`config.mk`:
```
export PLATFORM = sky130hd
export DESIGN_NAME = sb_issue_ctrl
export DESIGN_NICKNAME = d
export VERILOG_FILES = /design/src/rtl/sb_issue_ctrl_pkg.sv /design/src/rtl/sb_issue_ctrl.sv
export SDC_FILE = /design/constraint.sdc
export NUM_CORES = 1
export LEC_CHECK = 0
export BUFFER_PORTS_ARGS = -buffer_cell sky130_fd_sc_hd__buf_2
export CAP_MARGIN = 20
export CORE_MARGIN = 3
export CORE_UTILIZATION = 47
export DETAILED_ROUTE_END_ITERATION = 12
export PLACE_DENSITY_LB_ADDON = 0.08
export SYNTH_ARGS = -nofsm -noshare
export SYNTH_HDL_FRONTEND = slang
export SYNTH_SLANG_ARGS = --single-unit
```
`constraint.sdc`:
```
create_clock -name clk -period 2.1 [get_ports clk]
set_input_delay 0.105 -clock clk [delete_from_list [all_inputs] [get_ports clk]]
set_output_delay 0.105 -clock clk [all_outputs]
set_load 0.05 [all_outputs]
```
`src/rtl/sb_issue_ctrl_pkg.sv`:
```
// Shared types for the scoreboard issue controller: register/tag widths,
// scoreboard entry layout and the controller state encoding.
package sb_issue_ctrl_pkg;

  localparam int REG_ADDR_W = 5;
  localparam int FU_ID_W    = 3;

  typedef logic [REG_ADDR_W-1:0] reg_addr_t;
  typedef logic [FU_ID_W-1:0]    fu_id_t;

  typedef struct packed {
    logic   busy;
    fu_id_t fu_id;
  } sb_data_t;

  typedef enum logic [2:0] {
    IDLE   = 3'd0,
    CHK_RS = 3'd1,
    CHK_RT = 3'd2,
    CHK_RD = 3'd3,
    SET    = 3'd4,
    ISSUE  = 3'd5
  } state_t;

  // A register only needs a scoreboard lookup when it is used and is not r0.
  function automatic logic needs_check(input logic use_flag, input reg_addr_t addr);
    return use_flag && (addr != '0);
  endfunction

endpackage

```
`src/rtl/sb_issue_ctrl.sv`:
```
// Scoreboard issue controller: holds one decoded instruction, polls the
// external scoreboard RAM for operand hazards one register per cycle, marks
// the destination busy and then offers the instruction for dispatch.
// Writeback clears arrive through a one-deep buffer and take the RAM port
// ahead of the hazard checks.
//
// Optional feature macro: SB_WAW_CHECK_EN
//   defined   -> CHK_RD stalls while the destination is still busy (WAW)
//   undefined -> CHK_RD always passes; SET overwrites the producer tag
//
// state  | meaning
// -------+-----------------------------------------------------------
// IDLE   | no instruction held; in_ready=1
// CHK_RS | look up rs; busy -> stay in CHK_RS
// CHK_RT | look up rt; busy -> back to CHK_RS
// CHK_RD | look up rd (WAW build only); busy -> back to CHK_RS
// SET    | write {busy=1, fu} to rd when it is a real destination
// ISSUE  | issue_valid=1, wait for issue_ready
module sb_issue_ctrl
  import sb_issue_ctrl_pkg::*;
(
  input  logic      clk,
  input  logic      rst,

  input  logic      in_valid,
  output logic      in_ready,
  input  reg_addr_t in_rs,
  input  reg_addr_t in_rt,
  input  reg_addr_t in_rd,
  input  logic      in_use_rs,
  input  logic      in_use_rt,
  input  logic      in_wr_rd,
  input  fu_id_t    in_fu,

  output logic      issue_valid,
  input  logic      issue_ready,
  output reg_addr_t issue_rs,
  output reg_addr_t issue_rt,
  output reg_addr_t issue_rd,
  output logic      issue_use_rs,
  output logic      issue_use_rt,
  output logic      issue_wr_rd,
  output fu_id_t    issue_fu,

  input  logic      wb_valid,
  output logic      wb_ready,
  input  reg_addr_t wb_addr,
  input  fu_id_t    wb_fu,

  output logic      sb_write_ena,
  output reg_addr_t sb_addr,
  output sb_data_t  sb_data_in,
  input  sb_data_t  sb_data_out
);

  state_t    state;

  reg_addr_t h_rs;
  reg_addr_t h_rt;
  reg_addr_t h_rd;
  logic      h_use_rs;
  logic      h_use_rt;
  logic      h_wr_rd;
  fu_id_t    h_fu;

  logic      wb_pending;
  reg_addr_t wb_addr_q;
  fu_id_t    wb_fu_q;

  logic      chk_pass;
  logic      clr_hit;

  // Handshake readiness; both drop while reset is asserted.
  assign in_ready = !rst && (state == IDLE);
  assign wb_ready = !rst && !wb_pending;

  // The held instruction registers double as the dispatch payload.
  assign issue_rs     = h_rs;
  assign issue_rt     = h_rt;
  assign issue_rd     = h_rd;
  assign issue_use_rs = h_use_rs;
  assign issue_use_rt = h_use_rt;
  assign issue_wr_rd  = h_wr_rd;
  assign issue_fu     = h_fu;

  // Only clear the entry if the retiring unit is still its recorded producer,
  // so a newer producer that overwrote the tag stays busy.
  assign clr_hit = wb_pending && sb_data_out.busy && (sb_data_out.fu_id == wb_fu_q);

  // Scoreboard port arbitration: a pending clear owns the port, otherwise the
  // current FSM state selects the register to read or write.
  always_comb begin
    sb_addr      = '0;
    sb_write_ena = 1'b0;
    sb_data_in   = '0;
    chk_pass     = 1'b1;
    if (!rst) begin
      if (wb_pending) begin
        sb_addr      = wb_addr_q;
        sb_write_ena = clr_hit;
      end else begin
        case (state)
          CHK_RS: begin
            sb_addr  = h_rs;
            chk_pass = !(needs_check(h_use_rs, h_rs) && sb_data_out.busy);
          end
          CHK_RT: begin
            sb_addr  = h_rt;
            chk_pass = !(needs_check(h_use_rt, h_rt) && sb_data_out.busy);
          end
          CHK_RD: begin
            sb_addr  = h_rd;
`ifdef SB_WAW_CHECK_EN
            chk_pass = !(needs_check(h_wr_rd, h_rd) && sb_data_out.busy);
`else
            chk_pass = 1'b1;
`endif
          end
          SET: begin
            sb_addr = h_rd;
            if (needs_check(h_wr_rd, h_rd)) begin
              sb_write_ena     = 1'b1;
              sb_data_in.busy  = 1'b1;
              sb_data_in.fu_id = h_fu;
            end
          end
          default: begin
            sb_addr = '0;
          end
        endcase
      end
    end
  end

  // Issue FSM; CHK_* and SET freeze for any cycle in which a clear holds the port.
  always_ff @(posedge clk) begin
    if (rst) begin
      state       <= IDLE;
      issue_valid <= 1'b0;
      h_rs        <= '0;
      h_rt        <= '0;
      h_rd        <= '0;
      h_use_rs    <= 1'b0;
      h_use_rt    <= 1'b0;
      h_wr_rd     <= 1'b0;
      h_fu        <= '0;
    end else begin
      case (state)
        IDLE: begin
          if (in_valid && in_ready) begin
            h_rs     <= in_rs;
            h_rt     <= in_rt;
            h_rd     <= in_rd;
            h_use_rs <= in_use_rs;
            h_use_rt <= in_use_rt;
            h_wr_rd  <= in_wr_rd;
            h_fu     <= in_fu;
            state    <= CHK_RS;
          end
        end
        CHK_RS: begin
          if (!wb_pending) state <= chk_pass ? CHK_RT : CHK_RS;
        end
        CHK_RT: begin
          if (!wb_pending) state <= chk_pass ? CHK_RD : CHK_RS;
        end
        CHK_RD: begin
          if (!wb_pending) state <= chk_pass ? SET : CHK_RS;
        end
        SET: begin
          if (!wb_pending) begin
            state       <= ISSUE;
            issue_valid <= 1'b1;
          end
        end
        ISSUE: begin
          if (issue_ready) begin
            state       <= IDLE;
            issue_valid <= 1'b0;
          end
        end
        default: begin
          state       <= IDLE;
          issue_valid <= 1'b0;
        end
      endcase
    end
  end

  // One-deep writeback-clear buffer; a pending clear always executes in the
  // following cycle, so the buffer empties after exactly one cycle.
  always_ff @(posedge clk) begin
    if (rst) begin
      wb_pending <= 1'b0;
      wb_addr_q  <= '0;
      wb_fu_q    <= '0;
    end else if (wb_pending) begin
      wb_pending <= 1'b0;
    end else if (wb_valid) begin
      wb_pending <= 1'b1;
      wb_addr_q  <= wb_addr;
      wb_fu_q    <= wb_fu;
    end
  end

endmodule

```
==> results.toml, run 1 <==
[sta]
fmax_mhz = 482
period_share_pct = 98.8
timing.hold.ws_ns = 0.0162
slew_viol_final = 0
fin_tns_setup_ns = 0
rsz0062_at_grt = "yes"
final_hold_viol_count = 0
worst_pin_slew_ns = 0.513
finalClockSkew_ns = 0.00551
setup_violations = 0
maxSlewHeadroom_pct = 65.7
final.min_clock_period_ns = 2.07

[drt]
finalWirelength_mm = 4.98
wl_per_cell_um = 14.3
vias = 1842
ant_nets = 0
first_iter_violations = 133
top_layer = "met4"
vias_per_cell = 5.28
dr_wl_met3_um = 317
met2_length_mm = 2.47
dr.pass1.iters = 4
drt-met1-wl_mm = 2.14
remaining_drc_errors = 0

[layout]
antenna_cells = 0
fin_cells = 349
drive_gt1_share_pct = 34.4
stdcell_area_sq_um = 2440
nets = 344
syn2layout_area_growth_pct = 46.5

[clocking]
clock_sinks = 34
insertion_delay_ns = 0.34
root_buffer = "clkbuf_4"
cts_tree = "yes"
clockBufferDepth = 2
cts_max_level = 2
cts_buffers = 5
clk_pin_slew_ns = 0.10

[synth]
synth.most_common_cell = "nand2_1"
synth_top_cell_area_share_pct = 40.8
netlist_instances = 212
synth-seq-cells = 34
yosysUniqueCellTypes = 35
ys_top_cells_by_count = "62 x nand2_1, 34 x dfxtp_1, 22 x nand3b_1, 15 x a21oi_1, 12 x nor2_1"
synth.avg_cell_area_sq_um = 7.86
yosysTopAreaCell = "dfxtp_1"
synth_enable_flop_cells = 0
syn_area_sq_um = 1670
ys_dominant_reg_cell = "dfxtp_1"
ys_warn_count = 0
syn_nets = 250
synth.area.top_cells = "dfxtp_1 41%, nand2_1 14%, nand3b_1 9.9%"
ys_async_sr_fraction_pct = 0
seq_area_frac_synth_pct = 40.8

[floorplan]
rows = 20
die_area_sq_um = 4300
core_area_sq_um = 3200
ios = 72
start_util_pct = 52.0
die_x_um = 65.5
die_h_um = 65.5

[power]
internal_power_mw = 1.32
p_seq_share_pct = 37.9
p_sw_mw = 1.18
power_density_nw_per_um2 = 1020
total_leakage_power_nw = 1.15
p_sw_share_pct = 47.3
p_comb_share_pct = 47.7
power_frac_clock_pct = 14.3
finalPower_mw = 2.49
ir_worst_vdd_uv = 637

[global_routing]
grt_max_degree = 45
grt_usage_pct = 23.8
grt_pass1_vias = 1661
grt_pass1_wl_mm = 7.88
grt_overflow = 0
antenna_found_initial = 0

[worst_setup_path]
cpPeakStageDelay_ns = 0.55
critPathKind = "flip-flop to output port"
r2r_slack_ns = 0.42
crit_fanout = 5
reg2reg_from = "state[0]"
cp-start-kind = "flip-flop"
r2r_cells = 4
crit_required_ns = 2.00
critPathSlowestCell = "or4_4"
endpoint_kind = "output port"
worstReg2RegEnd = "state[0]"
crit_chain = "or4_4, nor2_4, nor4_4, buf_4, a31o_2, buf_6"
arrival_ns = 1.97

[placed_design]
post_dp_cell_area_sq_um = 2070
dp_hpwl_mm = 3.19
placed_cells = 316
port_buffers = 71
routabilityCongestion = 0.832

[min_path]
hold_path_depth = 3
hold_class = "input port to flip-flop"
hold_start = "wb_fu[0]"
min_delay_worst_endpoint = "wb_fu_q[0]"

[job]
cap_violations = 0

[outcome]
status = "finished clean"
## power groups by stage
stage	Clock (mW)	Sequential, mW	Combinational (mW)
2_1_floorplan	0	1.19	0.622
3_3_place_gp	0	0.938	1.09
3_5_place_dp	0	0.940	1.09
4_1_cts	0.361	0.929	1.14
5_1_grt	0.393	0.965	1.27
6_report	0.358	0.947	1.19
## cell families (layout without fill, tap and decap cells)
logic type | count (synthesis) | after routing | share of synthesized area, %
flops | 34 | 34 | 40.8
simple gates | 122 | 122 | 36.6
xor+xnor | 4 | 4 | 2.10
buf+inv | 18 | 111 | 5.26
compound gates | 34 | 34 | 15.2
## stage by stage
step | utilization [%] | setup slack [ns]
floorplan | - | -0.0607
global placement | 64.6 | 0.378
detailed placement | 64.6 | 0.361
CTS | 74.4 | 0.000889
global route | 76.2 | -0.0356
finish | 76.2 | 0.0257
## how the worst max path moves through the flow
stage / end / cells after the start / start
CTS: sb_addr[0] / 5 / state[2]
finish: sb_write_ena / 6 / issue_rd[1]
global placement: sb_addr[2] / 5 / state[1]
global route: sb_write_ena / 6 / issue_rd[1]
detailed placement: sb_addr[0] / 5 / state[1]
floorplan: sb_data_in[0] / 4 / issue_rd[1]
## worst max-delay path: cells and delay by family (launching register included)
| kind | cells | cell delay (ns) |
|---|---|---|
| buffers and inverters | 2 | 0.32 |
| AO/OA/AOI/OAI | 1 | 0.23 |
| flip-flops | 1 | 0.34 |
| AND/OR/NAND/NOR | 3 | 0.73 |
## area by class of cell
class | count | area, sq um
Tap cell | 44 | 55.1
Fill cell | 263 | 762
Clock buffer | 6 | 51.3
Multi-Input combinational cell | 160 | 957
Inverter | 3 | 11.3
Sequential cell | 34 | 688
Timing Repair Buffer | 102 | 678
## repair_timing
action / CTS / global route
endpoints found under the hold margin: 26 / 0
pin swaps: 0 / 2
hold buffers: 26 / 0
gates resized for setup: 1 / 22
setup endpoints to repair: 5 / 9
buffers inserted: 0 / 1
## layer usage
metal  GRT usage (%)  vias to the layer above
met5               0                        -
met3            7.52                        7
met1            30.0                      842
met4            6.74                        0
li1                -                      921
met2            38.9                       72
## flip-flops by register name, summed over array words and instances (netlist names)
signal        cells
state             3
wb_addr_q         5
issue_use_rs      1
issue_rs          5
issue_valid       1
wb_pending        1
issue_wr_rd       1
issue_rd          5
issue_use_rt      1
issue_rt          5
wb_fu_q           3
issue_fu          3
## cell usage in the layout (no fill, tap or decap), types with 2 or more instances in the layout
cell type      netlist  layout
dfxtp_1             34      28
nor3_2               0       5
buf_2                1      64
xnor2_1              3       3
nor3_1               9       4
or4_1                3       2
buf_4                1       7
a21oi_1             15      15
buf_6                2       2
clkbuf_4             0       8
dlygate4sd3_1        0      26
inv_1                2       2
a221oi_1             5       5
a22o_1               5       5
nor2_1              12      11
nor2b_1              4       3
nand3b_1            22      22
dfxtp_2              0       6
nand2_1             62      62
a211oi_1             2       2
(Power assumes the default switching activity.)
==> run 2: changes to the inputs <==
--- a/config.mk
+++ b/config.mk
@@ -7,7 +7,7 @@
 export LEC_CHECK = 0
-export BUFFER_PORTS_ARGS = -buffer_cell sky130_fd_sc_hd__buf_2
 export CAP_MARGIN = 20
 export CORE_MARGIN = 3
-export CORE_UTILIZATION = 47
+export CORE_UTILIZATION = 51
 export DETAILED_ROUTE_END_ITERATION = 12
+export DONT_BUFFER_PORTS = 1
 export PLACE_DENSITY_LB_ADDON = 0.08
==> constraint.sdc (replaced) <==
create_clock -name clk -period 2.1 [get_ports clk]
set_input_delay 0.63 -clock clk [delete_from_list [all_inputs] [get_ports clk]]
set_output_delay 0.63 -clock clk [all_outputs]
set_load 0.05 [all_outputs]
==> results.toml, run 2 (synthesis gave the netlist of run 1 again) <==
[outcome]
status = "finished, violations left"
violations = "setup timing"

[job]
cap_violations = 0

[clocking]
cts_buffers = 5
cts_max_level = 2
cts_tree = "yes"
insertion_delay_ns = 0.35
root_buffer = "clkbuf_4"
clock_sinks = 34
clockBufferDepth = 2
cts.hold.buffers_added = 0
clk_pin_slew_ns = 0.11

[power]
p_seq_share_pct = 33.6
internal_power_mw = 1.47
power_density_nw_per_um2 = 1200
p_sw_mw = 1.24
power_frac_clock_pct = 14.3
finalPower_mw = 2.71
p_comb_share_pct = 52.2
total_leakage_power_nw = 0.961
p_sw_share_pct = 45.7
ir_worst_vdd_uv = 675

[layout]
final_common_cell = "nand2_1"
multi_input_area_sq_um = 1070
antenna_cells = 0
final_cell_mix = "61 x nand2_1, 33 x buf_4, 29 x dfxtp_1"
stdcell_area_sq_um = 2250
regArea_sq_um = 692
syn2layout_area_growth_pct = 35.1
n_fill_cell = 251
drive_gt1_share_pct = 32.8
nets = 281

[floorplan]
core_area_sq_um = 3080
ios = 72
rows = 20
die_h_um = 63.2
die_x_um = 63.2
die_area_sq_um = 3990
start_util_pct = 54.1

[drt]
first_iter_violations = 110
vias_per_cell = 5.61
ant_nets = 0
vias = 1616
dr.pass1.iters = 4
finalWirelength_mm = 4.60
remaining_drc_errors = 0
wl_per_cell_um = 16.0

[placed_design]
port_buffers = 0
routabilityCongestion = 0.889
post_dp_cell_area_sq_um = 2110
dp_hpwl_mm = 3.40

[worst_setup_path]
crit_fanout = 5
endpoint_kind = "output port"
crit_chain = "or2_4, o21ai_4, a221oi_2, nor3_4, buf_12"
cp_num_cells = 5
r2r_slack_ns = 0.44
cp-start-kind = "flip-flop"
cp_top_family = "simple AND/OR/NAND/NOR gates"
crit_required_ns = 1.47
arrival_ns = 1.77
cpPeakStageDelay_ns = 0.37
critPathKind = "flip-flop to output port"
r2r_cells = 5
critPathSlowestCell = "dfxtp_4"
path_buf_inv = 1

[global_routing]
met2_usage_pct = 43.0
grt_usage_pct = 24.6
antenna_found_initial = 0
use_met1_pct = 28.4
grt_pass1_vias = 1593
met3_usage_pct = 7.66
grt_pass1_wl_mm = 7.84
grt_overflow = 0
gr-max-usage-layer = "met2"
grt_max_degree = 46

[sta]
final.min_clock_period_ns = 2.40
final_hold_viol_count = 0
finalClockSkew_ns = 0.00883
slew_viol_final = 0
worst_pin_slew_ns = 0.547
fmax_mhz = 417
period_share_pct = 114
worst_slack_ns = -0.297
setup_violations = 10
maxSlewHeadroom_pct = 63.4
rsz0062_at_grt = "yes"

[min_path]
hold_class = "input port to flip-flop"
hold_path_depth = 1
==> run 2: cell count changes in the layout (fill, tap and decap cells not counted), sizes merged <==
cell / before / now
buf: 73 / 39
inv: 2 / 1
clkinv: 1 / 2
dlygate4sd3: 26 / 0
clkbuf: 9 / 7
clkinvlp: 0 / 1
==> run 2: power by group through the flow <==
stage	clock, mW	combinational, mW	sequential [mW]
5_1_grt	0.426	1.51	0.924
3_3_place_gp	0	1.28	0.904
3_5_place_dp	0	1.31	0.909
2_1_floorplan	0	0.691	1.20
6_report	0.386	1.41	0.910
4_1_cts	0.388	1.40	0.905
==> run 2: layer usage <==
metal	routed length (um)	part of all wire, %
met1	1880	41
met2	2360	51
met3	305	6.6
met4	58	1.3
met5	0	0
==> run 2: final timing paths <==
check	start	endpoint
min	rst	state[2]
max reg2reg	issue_rs[0]	state[0]
max	state[0]	sb_addr[1]
min reg2reg	wb_addr_q[3]	wb_addr_q[3]
==> run 2: layout make-up <==
type / count / area share [%]
timing repair buffer: 39 / 16.0
tap: 44 / 2.45
inverter: 3 / 0.723
clock inverter: 1 / 0.222
clock buffer: 7 / 2.45
multi-input combinational: 160 / 47.5
sequential: 34 / 30.7
==> run 2: metrics by stage <==
step,std cells,setup WS [ns],util (%),hold WS (ns),setup TNS [ns]
floorplan,212,-0.575,-,0.437,-2.71
global placement,277,-0.0403,68.5,0.442,-0.0721
detailed placement,277,-0.106,68.5,0.447,-0.248
CTS,288,-0.303,73.0,0.335,-2.68
global route,288,-0.369,73.1,0.311,-3.53
finish,288,-0.297,73.1,0.343,-2.58
==> run 2: timing repair <==
action                     CTS  global route
pin swaps                    6             2
buffers inserted             4             0
setup endpoints to repair   11            11
gates resized for setup     14             2
